`src/rtl/vga_pkg.sv`:
```
// vga_pkg: shared VGA geometry and timing constants plus the motion FSM state type
package vga_pkg;
  localparam int H_ACTIVE_C = 640;
  localparam int V_ACTIVE_C = 480;
  localparam int H_SYNC_START_C = 656;
  localparam int H_SYNC_END_C = 752;
  localparam int H_TOTAL_C = 800;
  localparam int V_SYNC_START_C = 490;
  localparam int V_SYNC_END_C = 492;
  localparam int V_TOTAL_C = 525;
  typedef enum logic [1:0] {IDLE, MOVE_X, MOVE_Y, COMMIT} motion_state_t;
endpackage

```
`src/rtl/axis_bounce.sv`:
```
// axis_bounce: one-axis step with clamp-and-reflect at [radius, limit], 11-bit arithmetic
module axis_bounce (
  input  logic [9:0]  pos,
  input  logic        dir,
  input  logic [2:0]  spd,
  input  logic [10:0] limit,
  input  logic [10:0] radius,
  output logic [9:0]  next_pos,
  output logic        next_dir,
  output logic        bounced
);
  logic [10:0] sum;
  logic [10:0] low;
  // dir=1 moves toward limit; reaching or crossing a wall clamps onto it and reflects
  always_comb begin
    sum = {1'b0, pos} + {8'd0, spd};
    low = radius + {8'd0, spd};
    bounced = dir ? (sum >= limit) : ({1'b0, pos} < low);
    next_pos = bounced ? (dir ? limit[9:0] : radius[9:0]) : (dir ? sum[9:0] : pos - {7'd0, spd});
    next_dir = dir ^ bounced;
  end
endmodule

```
`src/rtl/circle_motion_ctrl.sv`:
```
// circle_motion_ctrl: vsync-paced circle centre mover with wall bounce; CIRCLE_COLOR_CYCLE_EN enables bounce colour cycling
module circle_motion_ctrl
  import vga_pkg::*;
#(
  parameter int H_ACTIVE  = H_ACTIVE_C,
  parameter int V_ACTIVE  = V_ACTIVE_C,
  parameter int RADIUS    = 20,
  parameter int INIT_X    = 320,
  parameter int INIT_Y    = 240,
  parameter int FRAME_DIV = 1
) (
  input  logic       VGA_CLK,
  input  logic       Reset,
  input  logic       VGA_VS,
  input  logic [2:0] Speed,
  input  logic       Pause,
  input  logic       Step_Req,
  output logic [9:0] Center_X,
  output logic [9:0] Center_Y,
  output logic       Busy,
  output logic       Update_Done,
  output logic [1:0] Color_Sel
);
  localparam logic [10:0] X_HI = 11'(H_ACTIVE - 1 - RADIUS);
  localparam logic [10:0] Y_HI = 11'(V_ACTIVE - 1 - RADIUS);
  localparam logic [10:0] RAD = 11'(RADIUS);
  localparam logic [3:0] DIV_LAST = 4'(FRAME_DIV - 1);
  motion_state_t state;
  logic vs_d;
  logic [3:0] frame_cnt;
  logic step_armed;
  logic [2:0] spd;
  logic [9:0] nx, ny, px, py;
  logic dx, dy, pdx, pdy, bx, by;
  logic tick, due, start;
  assign tick = vs_d & ~VGA_VS;
  assign due = frame_cnt == DIV_LAST;
  assign start = tick & due & (state == IDLE) & (~Pause | step_armed);
  axis_bounce ax (.pos(nx), .dir(dx), .spd(spd), .limit(X_HI), .radius(RAD), .next_pos(px), .next_dir(pdx), .bounced(bx));
  axis_bounce ay (.pos(ny), .dir(dy), .spd(spd), .limit(Y_HI), .radius(RAD), .next_pos(py), .next_dir(pdy), .bounced(by));
  // frame divider, step arming and the three-cycle update sequence; outputs only move at COMMIT
  always_ff @(posedge VGA_CLK) begin
    if (Reset) begin
      state <= IDLE;
      vs_d <= 1'b1;
      frame_cnt <= '0;
      step_armed <= 1'b0;
      spd <= '0;
      nx <= 10'(INIT_X);
      ny <= 10'(INIT_Y);
      dx <= 1'b1;
      dy <= 1'b1;
      Center_X <= 10'(INIT_X);
      Center_Y <= 10'(INIT_Y);
      Busy <= 1'b0;
      Update_Done <= 1'b0;
    end else begin
      vs_d <= VGA_VS;
      if (tick) frame_cnt <= due ? '0 : frame_cnt + 4'd1;
      if (start) step_armed <= 1'b0;
      else if (Step_Req & Pause) step_armed <= 1'b1;
      Update_Done <= 1'b0;
      case (state)
        IDLE: if (start) begin
          state <= MOVE_X;
          spd <= Speed;
          Busy <= 1'b1;
        end
        MOVE_X: begin
          nx <= px;
          dx <= pdx;
          state <= MOVE_Y;
        end
        MOVE_Y: begin
          ny <= py;
          dy <= pdy;
          state <= COMMIT;
        end
        COMMIT: begin
          Center_X <= nx;
          Center_Y <= ny;
          Update_Done <= 1'b1;
          Busy <= 1'b0;
          state <= IDLE;
        end
      endcase
    end
  end
`ifdef CIRCLE_COLOR_CYCLE_EN
  logic bnc;
  // a corner hit sets the flag twice but advances the colour once
  always_ff @(posedge VGA_CLK) begin
    if (Reset) begin
      bnc <= 1'b0;
      Color_Sel <= '0;
    end else begin
      if (state == MOVE_X) bnc <= bx;
      else if (state == MOVE_Y) bnc <= bnc | by;
      if (state == COMMIT && bnc) Color_Sel <= Color_Sel + 2'd1;
    end
  end
`else
  logic unused_bnc;
  assign unused_bnc = bx ^ by;
  assign Color_Sel = '0;
`endif
endmodule

```
`config.mk`:
```
export PLATFORM = sky130hd
export DESIGN_NAME = circle_motion_ctrl
export DESIGN_NICKNAME = d
export VERILOG_FILES = /design/src/rtl/vga_pkg.sv /design/src/rtl/axis_bounce.sv /design/src/rtl/circle_motion_ctrl.sv
export SDC_FILE = /design/constraint.sdc
export NUM_CORES = 1
export LEC_CHECK = 0
export BUFFER_PORTS_ARGS = -buffer_cell sky130_fd_sc_hd__buf_2
export CAP_MARGIN = 30
export CORE_MARGIN = 4
export CORE_UTILIZATION = 50
export DETAILED_ROUTE_END_ITERATION = 10
export MAX_ROUTING_LAYER = met4
export PLACE_DENSITY = 0.7
export SYNTH_ARGS = -nofsm -noshare
export SYNTH_HDL_FRONTEND = slang
export SYNTH_HIERARCHICAL = 1
export SYNTH_SLANG_ARGS = --single-unit
```
`constraint.sdc`:
```
create_clock -name VGA_CLK -period 3.83 [get_ports VGA_CLK]
set_input_delay 0.766 -clock VGA_CLK [delete_from_list [all_inputs] [get_ports VGA_CLK]]
set_output_delay 0.766 -clock VGA_CLK [all_outputs]
set_load 0.005 [all_outputs]
```
=== Word level (Yosys, flattened, before mapping) ===
Cells that the tools add are included.

* Equality and inequality tests: 4
* $lt $le $gt $ge: 4
* Reductions and logical operators: 6
* Multiplexer cells: 14
* Bitwise gates (word level): 10
* $add $sub $neg: 6

{| class="wikitable"
|+ Operators by type and width
! operator !! number
|-
| two-way mux 10 bit || 5
|-
| adder 10 x 3 -> 11 bit || 2
|-
| < comparator 10 x 11 -> 1 bit || 2
|-
| subtractor 10 x 3 -> 10 bit || 2
|-
| greater-or-equal comparator 11 x 10 -> 1 bit, second input constant || 1
|-
| greater-or-equal comparator 11 x 9 -> 1 bit, second input constant || 1
|-
| two-way mux 9 bit || 1
|-
| one-hot mux 2 bit (4 select lines) || 1
|-
| adder 5 x 3 -> 6 bit, first input constant || 1
|-
| bitwise AND 1 bit || 5
|-
| adder 4 x 1 -> 4 bit, second input constant || 1
|-
| equality test 2 bit, second input constant || 2
|-
| zero test 4 bit || 1
|-
| two-way mux 1 bit || 4
|-
| two-way mux 4 bit || 1
|-
| AND reduction 2 bit || 2
|-
| equality test 2 x 1 -> 1 bit, second input constant || 1
|-
| zero test 2 bit || 1
|-
| two-way mux 2 bit || 1
|-
| != test 2 bit, second input constant || 1
|-
| NOT 1 bit || 2
|-
| one-hot mux 1 bit (2 select lines) || 1
|-
| nonzero test 2 bit || 1
|-
| OR reduction 2 bit || 1
|-
| other kinds (2) || 3
|}

* Output and inout port bits: 24
* Flip-flop bits (word level): 55

=== Longest topological paths before layout ===
Gate-level depths: netlist (run 1).

* Depth after elaboration: 7
* Mapped depth: 17
* Mapped depth without buffers: 16

=== Cells and area by module ===
Netlist (run 1), hierarchy kept.

{| class="wikitable"
|+ By module, submodules not included
! module !! cells an instance !! times used !! area each (um2)
|-
| circle_motion_ctrl || 207 || 1 || 2,147.1
|-
| axis_bounce at ay || 182 || 1 || 1,443.9
|-
| axis_bounce at ax || 178 || 1 || 1,440.1
|}

=== Worst setup path before layout (run 1) ===
OpenSTA, ideal clock, no wires.

* Kind: reg2reg
* From: register spd[1]
* To: register nx[6]
* Clock period less this slack: 3,607 ps
* Setup time: 120 ps
* Data required time: 3,710 ps
* Slack: 223 ps
* Cell stages (with the launch flop): 16
* Data arrival time: 3,488 ps
* Path through: dfxtp_1 -> inv_1 -> fa_1 -> o21bai_1 -> and2_1 -> and3_1 -> xor2_1 -> ha_1 -> or4_1 -> a221o_1 -> a41oi_2 -> a211oi_2 -> buf_6 -> mux4_1 -> mux2i_1 -> nand2_1

* Cells in the longest elaborated chain, start to end: 4
* Elaborated cells on any way between the ends: 8

{| class="wikitable"
|+ RTL lines
! element !! RTL line !! text
|-
| start: declaration || circle_motion_ctrl.sv:32 || <nowiki>logic [2:0] spd;</nowiki>
|-
| start signal: assignment || circle_motion_ctrl.sv:66 || <nowiki>spd <= Speed;</nowiki>
|-
| adder 10 x 3 -> 11 bit or adder 5 x 3 -> 6 bit (tied branches) || axis_bounce.sv:16, axis_bounce.sv:17 ||
|-
| greater-or-equal comparator 11 x 10 -> 1 bit or < comparator 10 x 11 -> 1 bit (tied branches) || axis_bounce.sv:18 || <nowiki>bounced = dir ? (sum >= limit) : ({1'b0, pos} < low);</nowiki>
|-
| two-way mux 1 bit (*) || axis_bounce.sv:18 ||
|-
| named net bx || circle_motion_ctrl.sv:34 || <nowiki>logic dx, dy, pdx, pdy, bx, by;</nowiki>
|-
| two-way mux 10 bit (*) || axis_bounce.sv:19 || <nowiki>next_pos = bounced ? (dir ? limit[9:0] : radius[9:0]) : (dir ? sum[9:0] : pos - {7'd0, spd});</nowiki>
|-
| named net px[6] || circle_motion_ctrl.sv:33 || <nowiki>logic [9:0] nx, ny, px, py;</nowiki>
|-
| end signal: assignment || circle_motion_ctrl.sv:49 || <nowiki>nx <= 10'(INIT_X);</nowiki>
|-
| end signal: assignment || circle_motion_ctrl.sv:70 || <nowiki>nx <= px;</nowiki>
|-
| end: declaration || circle_motion_ctrl.sv:33 ||
|}

Mark *: on every way through the listed nets, which the timed path passes. The rest lies on a longest branch.
A chain may end at the register's enable or synchronous reset.

=== Worst setup path after layout (run 1) ===
* From: register nx[0]
* To: register nx[2]

* Cells in the longest elaborated chain, start to end: 4
* Elaborated cells on any way between the ends: 7

{| class="wikitable"
|+ RTL lines
! element !! RTL line !! text
|-
| adder 10 x 3 -> 11 bit || axis_bounce.sv:16 || <nowiki>sum = {1'b0, pos} + {8'd0, spd};</nowiki>
|-
| greater-or-equal comparator 11 x 10 -> 1 bit || axis_bounce.sv:18 ||
|-
| two-way mux 1 bit (*) || axis_bounce.sv:18 ||
|-
| named net bx || circle_motion_ctrl.sv:34 ||
|-
| two-way mux 10 bit (*) || axis_bounce.sv:19 ||
|-
| named net px[2] || circle_motion_ctrl.sv:33 ||
|}

Marks and branches as above.

==> flow_results.xml, run 1 <==
<?xml version="1.0" encoding="UTF-8"?>
<metrics>
  <group name="run_status">
    <metric name="run_status" unit="">completed</metric>
  </group>
  <group name="pwr">
    <metric name="post_layout_power" unit="mW">1.784</metric>
    <metric name="leakagePower" unit="nW">2.813</metric>
    <metric name="irDropWorstVdd" unit="V">0.0001721</metric>
    <metric name="power_per_cell_area" unit="nW/um^2">302.0</metric>
  </group>
  <group name="routing">
    <metric name="vias" unit="">4230</metric>
    <metric name="drt-pass1-iter-count" unit="">4</metric>
    <metric name="drt-wirelength-per-cell" unit="um">13.12</metric>
    <metric name="drt_iter0_markers" unit="">211</metric>
    <metric name="ant_nets" unit="">0</metric>
    <metric name="routed_wl" unit="mm">11.15</metric>
    <metric name="drc" unit="">0</metric>
    <metric name="routed_via_density" unit="">4.976</metric>
  </group>
  <group name="logic_synthesis">
    <metric name="syn_avg_cell_area" unit="um^2">8.873</metric>
    <metric name="synth_top_family_by_area" unit="">adder cells</metric>
    <metric name="adder_cell_share_of_the_synthesized_area" unit="%">18.55</metric>
    <metric name="yosys_warnings" unit="">6</metric>
    <metric name="yosys-mux-area-fraction" unit="%">17.21</metric>
    <metric name="syn_inst" unit="">567</metric>
    <metric name="xor_xnor_share_of_the_synthesized_area" unit="%">9.052</metric>
    <metric name="synth-compound-area-share" unit="%">11.66</metric>
    <metric name="synth.cell_area" unit="um^2">5031</metric>
    <metric name="synth_enable_flop_cells" unit="">0</metric>
    <metric name="yosys_register_bits" unit="">55</metric>
    <metric name="synth_async_sr_flop_share" unit="%">0</metric>
    <metric name="synthFlopType" unit="">dfxtp_1</metric>
    <metric name="synth_area_leaders" unit="">dfxtp_1 22%, ha_1 16%, mux2i_1 15%</metric>
    <metric name="synth_simple_gate_area_share" unit="%">15.20</metric>
    <metric name="seq_area_frac_synth" unit="%">21.89</metric>
    <metric name="synth_largest_type_area_fraction" unit="%">21.89</metric>
    <metric name="netlist-cell-type-count" unit="">63</metric>
    <metric name="synth_largest_area_cell" unit="">dfxtp_1</metric>
  </group>
  <group name="grt">
    <metric name="grt_max_degree" unit="">38</metric>
    <metric name="antenna_found_initial" unit="">0</metric>
    <metric name="first_global_vias" unit="">4133</metric>
    <metric name="grt_first_pass_wirelength" unit="mm">18.92</metric>
    <metric name="globalRoute.totalOverflow" unit="">0</metric>
    <metric name="grt_util_all_layers" unit="%">20.58</metric>
  </group>
  <group name="critical_path">
    <metric name="worst-path-max-fanout" unit="">8</metric>
    <metric name="crit_path_end_kind" unit="">flip-flop</metric>
    <metric name="required" unit="ns">4.02</metric>
    <metric name="worst-endpoint-arrival" unit="ns">3.76</metric>
    <metric name="setup.worst_path.class" unit="">flip-flop to flip-flop</metric>
    <metric name="crit_path_start_kind" unit="">flip-flop</metric>
  </group>
  <group name="placement">
    <metric name="dp_worst_setup_slack" unit="ns">-0.02027</metric>
    <metric name="routabilityCongestion" unit="">0.9025</metric>
    <metric name="post-dp-hpwl" unit="mm">8.739</metric>
    <metric name="port_buffers" unit="">29</metric>
  </group>
  <group name="sta">
    <metric name="timing.clock.skew" unit="ns">0.01381</metric>
    <metric name="hold_violations" unit="">0</metric>
    <metric name="slew_headroom" unit="%">48.05</metric>
    <metric name="post-route-worst-setup-slack" unit="ns">0.2622</metric>
    <metric name="max_freq" unit="MHz">280.3</metric>
    <metric name="post-route-min-period" unit="ns">3.568</metric>
    <metric name="slew_at_the_pin_closest_to_its_max_slew_limit" unit="ns">0.7792</metric>
    <metric name="grt_setup_unrepaired" unit="">false</metric>
    <metric name="setup_viol_count_final" unit="">0</metric>
    <metric name="slew_viol_final" unit="">0</metric>
    <metric name="finalCritPeriodShare" unit="%">93.15</metric>
    <metric name="fin_setup_tns" unit="ns">0</metric>
  </group>
  <group name="clock_tree">
    <metric name="cts_made_buffers" unit="">5</metric>
    <metric name="clockRootBuffer" unit="">clkbuf_8</metric>
    <metric name="cts.path.max_buffers" unit="">2</metric>
    <metric name="cts.htree.levels" unit="">2</metric>
    <metric name="clkSlewWorstSetupHoldPaths" unit="ns">0.11</metric>
    <metric name="insertion_delay" unit="ns">0.32</metric>
    <metric name="cts_tree" unit="">yes</metric>
    <metric name="hold_fix_buffers_at_cts" unit="">0</metric>
    <metric name="cts.sink_count" unit="">55</metric>
  </group>
  <group name="finish">
    <metric name="antennaDiodeCount" unit="">0</metric>
    <metric name="mostFrequentLayoutCells" unit="">120 x conb_1, 76 x mux2i_1, 65 x ha_1</metric>
    <metric name="finish.net_count" unit="">795</metric>
    <metric name="final_common_cell" unit="">conb_1</metric>
    <metric name="ff_latch_area" unit="um^2">1101</metric>
    <metric name="multi_input_comb_area" unit="um^2">4064</metric>
    <metric name="syn_to_final_growth" unit="%">17.43</metric>
    <metric name="drive_gt1_share" unit="%">9.902</metric>
    <metric name="num-fill-cells" unit="">900</metric>
  </group>
  <group name="flow_run">
    <metric name="maxCapViolCount" unit="">0</metric>
  </group>
  <group name="floorplanning">
    <metric name="fp.coreArea" unit="um^2">9774</metric>
    <metric name="design.die.area" unit="um^2">11730</metric>
    <metric name="initial_utilization" unit="%">51.47</metric>
    <metric name="floorplan.io_pins" unit="">32</metric>
    <metric name="row_count" unit="">36</metric>
    <metric name="chipWidth" unit="um">108.3</metric>
    <metric name="dieHeight" unit="um">108.3</metric>
  </group>
  <group name="worst_hold_path">
    <metric name="timing.hold.worst.class" unit="">flip-flop to flip-flop</metric>
  </group>
</metrics>
[power breakdown]
group	internal, mW	leakage [nW]	switching [mW]
Combinational	0.325	2.31	0.393
Clock	0.198	0.0548	0.212
Sequential	0.609	0.445	0.0467
Total	1.13	2.81	0.652
[state kept, by name, indices dropped and copies added, names as in the netlist]
signal and cells:
Busy 1, Center_X 10, Center_Y 10, Update_Done 1, dx 1, dy 1, frame_cnt 4, nx 10
ny 10, spd 3, state 2, step_armed 1, vs_d 1
[metrics by stage]
stage	utilization (%)	hold slack, ns	cell area, um^2	cells
6_report	60.45	0.4831	5908	850
2_1_floorplan	-	0.4429	5474	685
3_5_place_dp	58.88	0.4576	5756	838
3_3_place_gp	58.88	0.4498	5756	838
5_1_grt	60.45	0.5099	5908	850
4_1_cts	60.14	0.4857	5878	846
[area by class of cell]
cell class | count | area share, %
multi-input cells | 560 | 68.78
flip-flops and latches | 55 | 18.64
repair buffers | 47 | 4.744
inverters | 47 | 3.071
well taps | 133 | 2.817
clock buffers | 5 | 1.165
clock inverters | 3 | 0.7836
[synthesized netlist by cell type (3+ instances only)]
cell type and count:
nor2_1 51, nand4_1 6, nand3_1 16, buf_4 3, nor2b_1 10, clkbuf_1 6, o211ai_1 4, mux4_1 4
buf_6 3, nand2_1 33, o21a_1 3, dfxtp_1 55, xnor2_1 35, fa_1 6, o22ai_1 4, o21ai_1 3
o21ai_0 11, a21oi_1 24, buf_2 8, nor3_1 6, and3_1 9, a21o_1 6, mux2i_1 76, nand2b_1 9
xor2_1 17, o31ai_1 3, ha_1 65, inv_1 43, o21bai_1 3
[timing repair]
action                     CTS  global route
pin swaps                    0             1
hold endpoints to repair     0             0
setup buffers                0             4
resized for setup            1             0
setup endpoints to repair    3             3
[critical path, cell delays in order (launching register included)]
cell,delay [ns]
dfxtp_1,0.35
ha_1,0.16
inv_1,0.05
fa_1,0.38
o21bai_1,0.23
and2_1,0.20
and3_1,0.25
xor2_1,0.09
ha_1,0.21
or4_1,0.40
a221o_1,0.28
a41oi_2,0.24
a211oi_4,0.11
buf_4,0.18
mux2i_1,0.12
mux2i_1,0.14
nor2_1,0.05
[layer usage]
layer,GRT usage [%],vias up,part of all wire [%]
li1,-,2157,-
met1,25.92,1982,49
met2,35.08,74,47
met3,2.269,17,2.5
met4,5.681,0,1.6
met5,-,-,0
[path summary, 6_finish.rpt]
| check | startpoint | endpoint | slack, ns | cells after the start |
|---|---|---|---|---|
| worst max-delay path | nx[0] | nx[2] | 0.26 | 16 |
| worst min-delay path | Center_Y[7] | Center_Y[7] | 0.48 | 2 |
| worst max register to register | nx[0] | nx[2] | 0.26 | 16 |
| worst min register to register | Center_Y[7] | Center_Y[7] | 0.48 | 2 |
[cells by family after synthesis]
| logic type | Yosys count |
|---|---|
| simple gates | 154 |
| compound gates | 83 |
| mux | 80 |
| fa+ha+maj | 71 |
| buf+inv | 70 |
| flops | 55 |
| xor+xnor | 52 |
| other cells | 2 |
(Power assumes the default switching activity.)
==> run 2, diff against run 1 <==
- REMOVE_ABC_BUFFERS: unset -> 1
==> run 2 against run 1 <==
Effect of this change:
- setup slack got worse by 0.078 ns
- global-route usage rose by 0.28 points
- flip-flop and latch count unchanged
- power is 3.2% lower
- combinational power grew 3%
- critical path depth unchanged
- hold slack improved by 0.0063 ns
- sequential share of layout area decreased by 0.12 points
- clock skew shrank 0.0032 ns
- non-clock buffer count is 6 higher
- critical path type unchanged
- critical endpoint is now nx[3]
- highest routed layer unchanged
==> flow_results.xml, run 2 (same netlist as run 1, synthesis figures left out) <==
<?xml version="1.0" encoding="UTF-8"?>
<metrics>
  <group name="routing">
    <metric name="drt_iter0_markers" unit="">197</metric>
    <metric name="vias" unit="">4177</metric>
    <metric name="drc" unit="">0</metric>
    <metric name="routed_wl" unit="mm">11.12</metric>
    <metric name="routed_via_density" unit="">4.885</metric>
    <metric name="drt-wirelength-per-cell" unit="um">13.01</metric>
    <metric name="ant_nets" unit="">0</metric>
    <metric name="drt-pass1-iter-count" unit="">4</metric>
  </group>
  <group name="floorplanning">
    <metric name="floorplan.io_pins" unit="">32</metric>
    <metric name="design.die.area" unit="um^2">11730</metric>
    <metric name="fp.coreArea" unit="um^2">9774</metric>
    <metric name="initial_utilization" unit="%">51.47</metric>
    <metric name="row_count" unit="">36</metric>
    <metric name="chipWidth" unit="um">108.3</metric>
    <metric name="dieHeight" unit="um">108.3</metric>
  </group>
  <group name="placement">
    <metric name="port_buffers" unit="">29</metric>
    <metric name="dp_cells" unit="">848</metric>
    <metric name="placement.cell_area" unit="um^2">5843</metric>
    <metric name="routabilityCongestion" unit="">0.8501</metric>
    <metric name="post-dp-hpwl" unit="mm">8.737</metric>
    <metric name="dp_worst_setup_slack" unit="ns">0.1248</metric>
  </group>
  <group name="critical_path">
    <metric name="worst-path-max-fanout" unit="">6</metric>
    <metric name="setup.worst_path.class" unit="">flip-flop to flip-flop</metric>
    <metric name="crit_path_end_kind" unit="">flip-flop</metric>
    <metric name="crit_path_start_kind" unit="">flip-flop</metric>
    <metric name="worst-endpoint-arrival" unit="ns">3.89</metric>
    <metric name="regToRegSetupSlack" unit="ns">0.18</metric>
    <metric name="cp-startpoint" unit="">spd[2]</metric>
    <metric name="required" unit="ns">4.08</metric>
    <metric name="timing.reg2reg.worst_path_depth" unit="">16</metric>
    <metric name="r2r_end" unit="">nx[3]</metric>
    <metric name="critical_path.reg2reg.startpoint" unit="">spd[2]</metric>
    <metric name="timing_endpoint_of_the_critical_path" unit="">nx[3]</metric>
  </group>
  <group name="clock_tree">
    <metric name="insertion_delay" unit="ns">0.31</metric>
    <metric name="clkSlewWorstSetupHoldPaths" unit="ns">0.10</metric>
    <metric name="post-cts-setup-buffers" unit="">0</metric>
    <metric name="cts.path.max_buffers" unit="">2</metric>
    <metric name="cts_made_buffers" unit="">5</metric>
    <metric name="cts.sink_count" unit="">55</metric>
    <metric name="clockRootBuffer" unit="">clkbuf_8</metric>
    <metric name="cts.htree.levels" unit="">2</metric>
    <metric name="hold_fix_buffers_at_cts" unit="">0</metric>
    <metric name="cts_tree" unit="">yes</metric>
  </group>
  <group name="finish">
    <metric name="final_common_cell" unit="">conb_1</metric>
    <metric name="drive_gt1_share" unit="%">11.08</metric>
    <metric name="finish.net_count" unit="">801</metric>
    <metric name="stdcell_area" unit="um^2">5952</metric>
    <metric name="final_cells" unit="">855</metric>
    <metric name="mostFrequentLayoutCells" unit="">120 x conb_1, 76 x mux2i_1, 65 x ha_1</metric>
    <metric name="antennaDiodeCount" unit="">0</metric>
    <metric name="syn_to_final_growth" unit="%">18.30</metric>
  </group>
  <group name="worst_hold_path">
    <metric name="worstHoldPathCells" unit="">2</metric>
    <metric name="timing.hold.worst.class" unit="">flip-flop to flip-flop</metric>
  </group>
  <group name="pwr">
    <metric name="power.switching_fraction" unit="%">37.44</metric>
    <metric name="pwr-share-seq" unit="%">37.5</metric>
    <metric name="switchingPower" unit="mW">0.6466</metric>
    <metric name="pwr-share-comb" unit="%">42.7</metric>
    <metric name="p_int" unit="mW">1.080</metric>
    <metric name="power_per_cell_area" unit="nW/um^2">290.1</metric>
    <metric name="leakagePower" unit="nW">2.842</metric>
    <metric name="irDropWorstVdd" unit="V">0.0002983</metric>
    <metric name="power_frac_clock" unit="%">19.8</metric>
  </group>
  <group name="sta">
    <metric name="setup_viol_count_final" unit="">0</metric>
    <metric name="grt_setup_unrepaired" unit="">true</metric>
    <metric name="fin_worst_hold_slack" unit="ns">0.4894</metric>
    <metric name="slew_at_the_pin_closest_to_its_max_slew_limit" unit="ns">0.7909</metric>
    <metric name="slew_headroom" unit="%">47.27</metric>
    <metric name="post-route-min-period" unit="ns">3.646</metric>
    <metric name="post-route-worst-setup-slack" unit="ns">0.1840</metric>
    <metric name="max_freq" unit="MHz">274.3</metric>
    <metric name="timing.clock.skew" unit="ns">0.01060</metric>
    <metric name="fin_setup_tns" unit="ns">0</metric>
    <metric name="slew_viol_final" unit="">0</metric>
    <metric name="hold_violations" unit="">0</metric>
    <metric name="finalCritPeriodShare" unit="%">95.20</metric>
  </group>
  <group name="grt">
    <metric name="grt_util_all_layers" unit="%">20.86</metric>
    <metric name="antenna_found_initial" unit="">0</metric>
    <metric name="globalRoute.totalOverflow" unit="">0</metric>
    <metric name="grt_max_degree" unit="">37</metric>
    <metric name="grt_first_pass_wirelength" unit="mm">19.49</metric>
    <metric name="first_global_vias" unit="">4221</metric>
  </group>
  <group name="flow_run">
    <metric name="maxCapViolCount" unit="">0</metric>
  </group>
  <group name="run_status">
    <metric name="run_status" unit="">completed</metric>
  </group>
</metrics>
-- run 2: final cells by class --
class	count	area (um^2)
clock inverter	1	5.005
fill	894	3822
multi-input combinational	560	4076
timing repair buffer	53	337.8
sequential	55	1102
inverter	47	181.4
tap	133	166.4
clock buffer	6	82.58
-- run 2: how the worst min path moves through the flow --
stage / end / slack [ns] / from
2_1_floorplan: Center_X[6] / 0.47 / Center_X[6]
3_3_place_gp: Center_Y[6] / 0.45 / Center_Y[6]
3_5_place_dp: Center_X[8] / 0.46 / Center_X[8]
4_1_cts: Center_X[8] / 0.49 / Center_X[8]
5_1_grt: Center_Y[6] / 0.53 / Center_Y[6]
6_report: Center_Y[7] / 0.49 / Center_Y[7]
-- run 2: power groups by stage --
stage / registers [mW] / logic, mW / clock network [mW]
final: 0.648 / 0.737 / 0.342
after global routing: 0.655 / 0.822 / 0.376
after CTS: 0.648 / 0.726 / 0.358
after detailed placement: 0.661 / 0.722 / 0
after global placement: 0.658 / 0.697 / 0
after floorplan: 0.671 / 0.531 / 0
-- run 2: timing repair --
action,CTS,global route
setup endpoints to repair,0,13
endpoints found under the hold margin,0,0
gates resized for setup,0,5
-- run 2: metrics by stage --
stage          power [mW]  utilization [%]
3_3_place_gp        1.355            59.78
3_5_place_dp        1.383            59.78
6_report            1.727            60.89
4_1_cts             1.732            60.68
5_1_grt             1.853            60.89
2_1_floorplan       1.202                -
-- run 2: per-layer routing --
| layer | GRT usage [%] | vias to the layer above | share of wire (%) |
|---|---|---|---|
| li1 | - | 2172 | - |
| met1 | 28.06 | 1942 | 48 |
| met3 | 1.851 | 8 | 3.3 |
| met5 | - | - | 0 |
| met4 | 3.968 | 0 | 0.83 |
| met2 | 34.64 | 55 | 48 |
-- run 2: worst max-delay path: stages (launching register included) --
cell and delay (ns):
dfxtp_1 0.36, buf_4 0.16, inv_1 0.05, ha_1 0.42, inv_2 0.06, o21a_1 0.12
o211ai_1 0.37, xnor2_1 0.13, ha_1 0.20, or4_1 0.51, a221o_1 0.28, a41oi_2 0.20
a211oi_2 0.12, buf_4 0.20, mux2i_1 0.20, mux2i_1 0.11, nor2_1 0.10
==> run 3, diff against run 2 <==
- ABC_AREA: unset -> 1
==> run 3 against run 2 <==
Effect of this change:
- clock power up 2%
- clock skew about the same
- core utilization down 3.0 points
- design area up 0.42%
- final cell count up 26%
- area after synthesis up 5.4%
- power up 92%
- largest power group unchanged
- global-route usage up 0.93 points
- first-iteration DRC count up 25%
- maximum frequency up 7.8%
- non-clock buffer count down 14
- critical path depth up 4
==> flow_results.xml, run 3 <==
<?xml version="1.0" encoding="UTF-8"?>
<metrics>
  <group name="finish">
    <metric name="mostFrequentLayoutCells" unit="">213 x nand2_1, 103 x nor2_1, 101 x inv_1</metric>
    <metric name="stdcell_area" unit="um^2">5977</metric>
    <metric name="drive_gt1_share" unit="%">8.183</metric>
    <metric name="postLayoutCoreUtil" unit="%">57.90</metric>
    <metric name="multi_input_comb_area" unit="um^2">3989</metric>
    <metric name="finish.net_count" unit="">1019</metric>
    <metric name="final_common_cell" unit="">nand2_1</metric>
    <metric name="num-fill-cells" unit="">1082</metric>
    <metric name="syn_to_final_growth" unit="%">12.69</metric>
    <metric name="antennaDiodeCount" unit="">0</metric>
    <metric name="ff_latch_area" unit="um^2">1102</metric>
  </group>
  <group name="run_status">
    <metric name="run_status" unit="">completed</metric>
  </group>
  <group name="routing">
    <metric name="routed_via_density" unit="">4.669</metric>
    <metric name="drt_iter0_markers" unit="">246</metric>
    <metric name="ant_nets" unit="">0</metric>
    <metric name="drc" unit="">0</metric>
    <metric name="routed_wl" unit="mm">12.31</metric>
    <metric name="vias" unit="">5028</metric>
    <metric name="drt-wirelength-per-cell" unit="um">11.43</metric>
    <metric name="drt-pass1-iter-count" unit="">4</metric>
  </group>
  <group name="grt">
    <metric name="first_global_vias" unit="">4866</metric>
    <metric name="grt_util_all_layers" unit="%">21.79</metric>
    <metric name="grt_max_degree" unit="">28</metric>
    <metric name="globalRoute.totalOverflow" unit="">0</metric>
    <metric name="antenna_found_initial" unit="">0</metric>
    <metric name="grt_first_pass_wirelength" unit="mm">22.13</metric>
  </group>
  <group name="sta">
    <metric name="grt_setup_unrepaired" unit="">false</metric>
    <metric name="setup_viol_count_final" unit="">0</metric>
    <metric name="slew_at_the_pin_closest_to_its_max_slew_limit" unit="ns">0.7804</metric>
    <metric name="slew_viol_final" unit="">0</metric>
    <metric name="max_freq" unit="MHz">295.6</metric>
    <metric name="fin_worst_hold_slack" unit="ns">0.4706</metric>
    <metric name="post-route-min-period" unit="ns">3.383</metric>
    <metric name="fin_setup_tns" unit="ns">0</metric>
    <metric name="slew_headroom" unit="%">47.92</metric>
    <metric name="timing.clock.skew" unit="ns">0.01011</metric>
    <metric name="hold_violations" unit="">0</metric>
    <metric name="finalCritPeriodShare" unit="%">88.34</metric>
  </group>
  <group name="clock_tree">
    <metric name="insertion_delay" unit="ns">0.32</metric>
    <metric name="cts_made_buffers" unit="">5</metric>
    <metric name="clkSlewWorstSetupHoldPaths" unit="ns">0.11</metric>
    <metric name="cts.path.max_buffers" unit="">2</metric>
    <metric name="hold_fix_buffers_at_cts" unit="">0</metric>
    <metric name="cts.sink_count" unit="">55</metric>
    <metric name="cts.htree.levels" unit="">2</metric>
    <metric name="post-cts-setup-buffers" unit="">0</metric>
    <metric name="cts_tree" unit="">yes</metric>
    <metric name="clockRootBuffer" unit="">clkbuf_8</metric>
    <metric name="cts.repair.resized" unit="">0</metric>
  </group>
  <group name="floorplanning">
    <metric name="design.die.area" unit="um^2">12320</metric>
    <metric name="chipWidth" unit="um">111.0</metric>
    <metric name="row_count" unit="">37</metric>
    <metric name="dieHeight" unit="um">111.0</metric>
    <metric name="floorplan.io_pins" unit="">32</metric>
    <metric name="initial_utilization" unit="%">51.38</metric>
    <metric name="fp.coreArea" unit="um^2">10320</metric>
  </group>
  <group name="critical_path">
    <metric name="crit_path_end_kind" unit="">flip-flop</metric>
    <metric name="crit_path_start_kind" unit="">flip-flop</metric>
    <metric name="setup.worst_path.class" unit="">flip-flop to flip-flop</metric>
    <metric name="worst-endpoint-arrival" unit="ns">3.60</metric>
    <metric name="required" unit="ns">4.05</metric>
    <metric name="worst-path-max-fanout" unit="">9</metric>
  </group>
  <group name="pwr">
    <metric name="leakagePower" unit="nW">3.292</metric>
    <metric name="irDropWorstVdd" unit="V">0.0003638</metric>
    <metric name="post_layout_power" unit="mW">3.315</metric>
    <metric name="power_per_cell_area" unit="nW/um^2">554.7</metric>
  </group>
  <group name="logic_synthesis">
    <metric name="synth.cell_area" unit="um^2">5304</metric>
    <metric name="syn_inst" unit="">833</metric>
    <metric name="yosys_warnings" unit="">6</metric>
    <metric name="syn_avg_cell_area" unit="um^2">6.367</metric>
  </group>
  <group name="placement">
    <metric name="port_buffers" unit="">29</metric>
    <metric name="post-dp-hpwl" unit="mm">9.856</metric>
    <metric name="routabilityCongestion" unit="">0.8841</metric>
    <metric name="placement.cell_area" unit="um^2">5879</metric>
  </group>
  <group name="worst_hold_path">
    <metric name="timing.hold.worst.class" unit="">flip-flop to flip-flop</metric>
  </group>
  <group name="flow_run">
    <metric name="maxCapViolCount" unit="">0</metric>
  </group>
</metrics>
-- run 3: power by group --
group          switching (mW)  internal [mW]  leakage (nW)
Combinational            1.28          0.757          2.80
Sequential              0.207          0.719         0.450
Clock                   0.214          0.135        0.0463
Total                    1.70           1.61          3.29
-- run 3: path summary, 6_finish.rpt --
path                             startpoint     endpoint  slack [ns]  cells past startpoint
worst max-delay path                 spd[0]        nx[0]        0.45                     20
worst min-delay path            Center_X[8]  Center_X[8]        0.47                      2
worst max register to register       spd[0]        nx[0]        0.45                     20
worst min register to register  Center_X[8]  Center_X[8]        0.47                      2
-- run 3: critical path, cell delays in order, from the launching register on --
cell     delay (ns)
dfxtp_2        0.42
ha_1           0.19
inv_1          0.06
fa_1           0.40
nor2_1         0.12
nor2_1         0.05
nor2_1         0.18
nand3_1        0.13
o21ai_0        0.19
nand2_1        0.07
inv_1          0.07
ha_1           0.25
a21oi_1        0.14
o21ai_0        0.08
a21oi_1        0.13
nand4_1        0.22
buf_4          0.24
nand3_1        0.09
nand2_1        0.06
nor2_1         0.12
nor2_1         0.07
-- run 3: cell type report --
cell class	instances	area share (%)
sequential	55	18.44
multi-input combinational	733	66.74
clock inverter	3	0.4605
clock buffer	5	1.151
inverter	106	6.678
timing repair buffer	39	3.684
tap	136	2.847
-- run 3: per-layer routing --
metal  up-vias  GRT usage, %  share of wire, %
met5         -             -                 0
met4         0         5.911               2.0
met3        20         2.293               2.4
met2        56         37.78                49
met1      2184         27.00                47
li1       2768             -                 -
-- run 3: per-stage QoR --
step | setup WS (ns) | instances
floorplan | 0.4266 | 894
global placement | 0.4852 | 1069
detailed placement | 0.4270 | 1069
CTS | 0.3850 | 1077
global route | 0.08998 | 1077
finish | 0.4466 | 1077
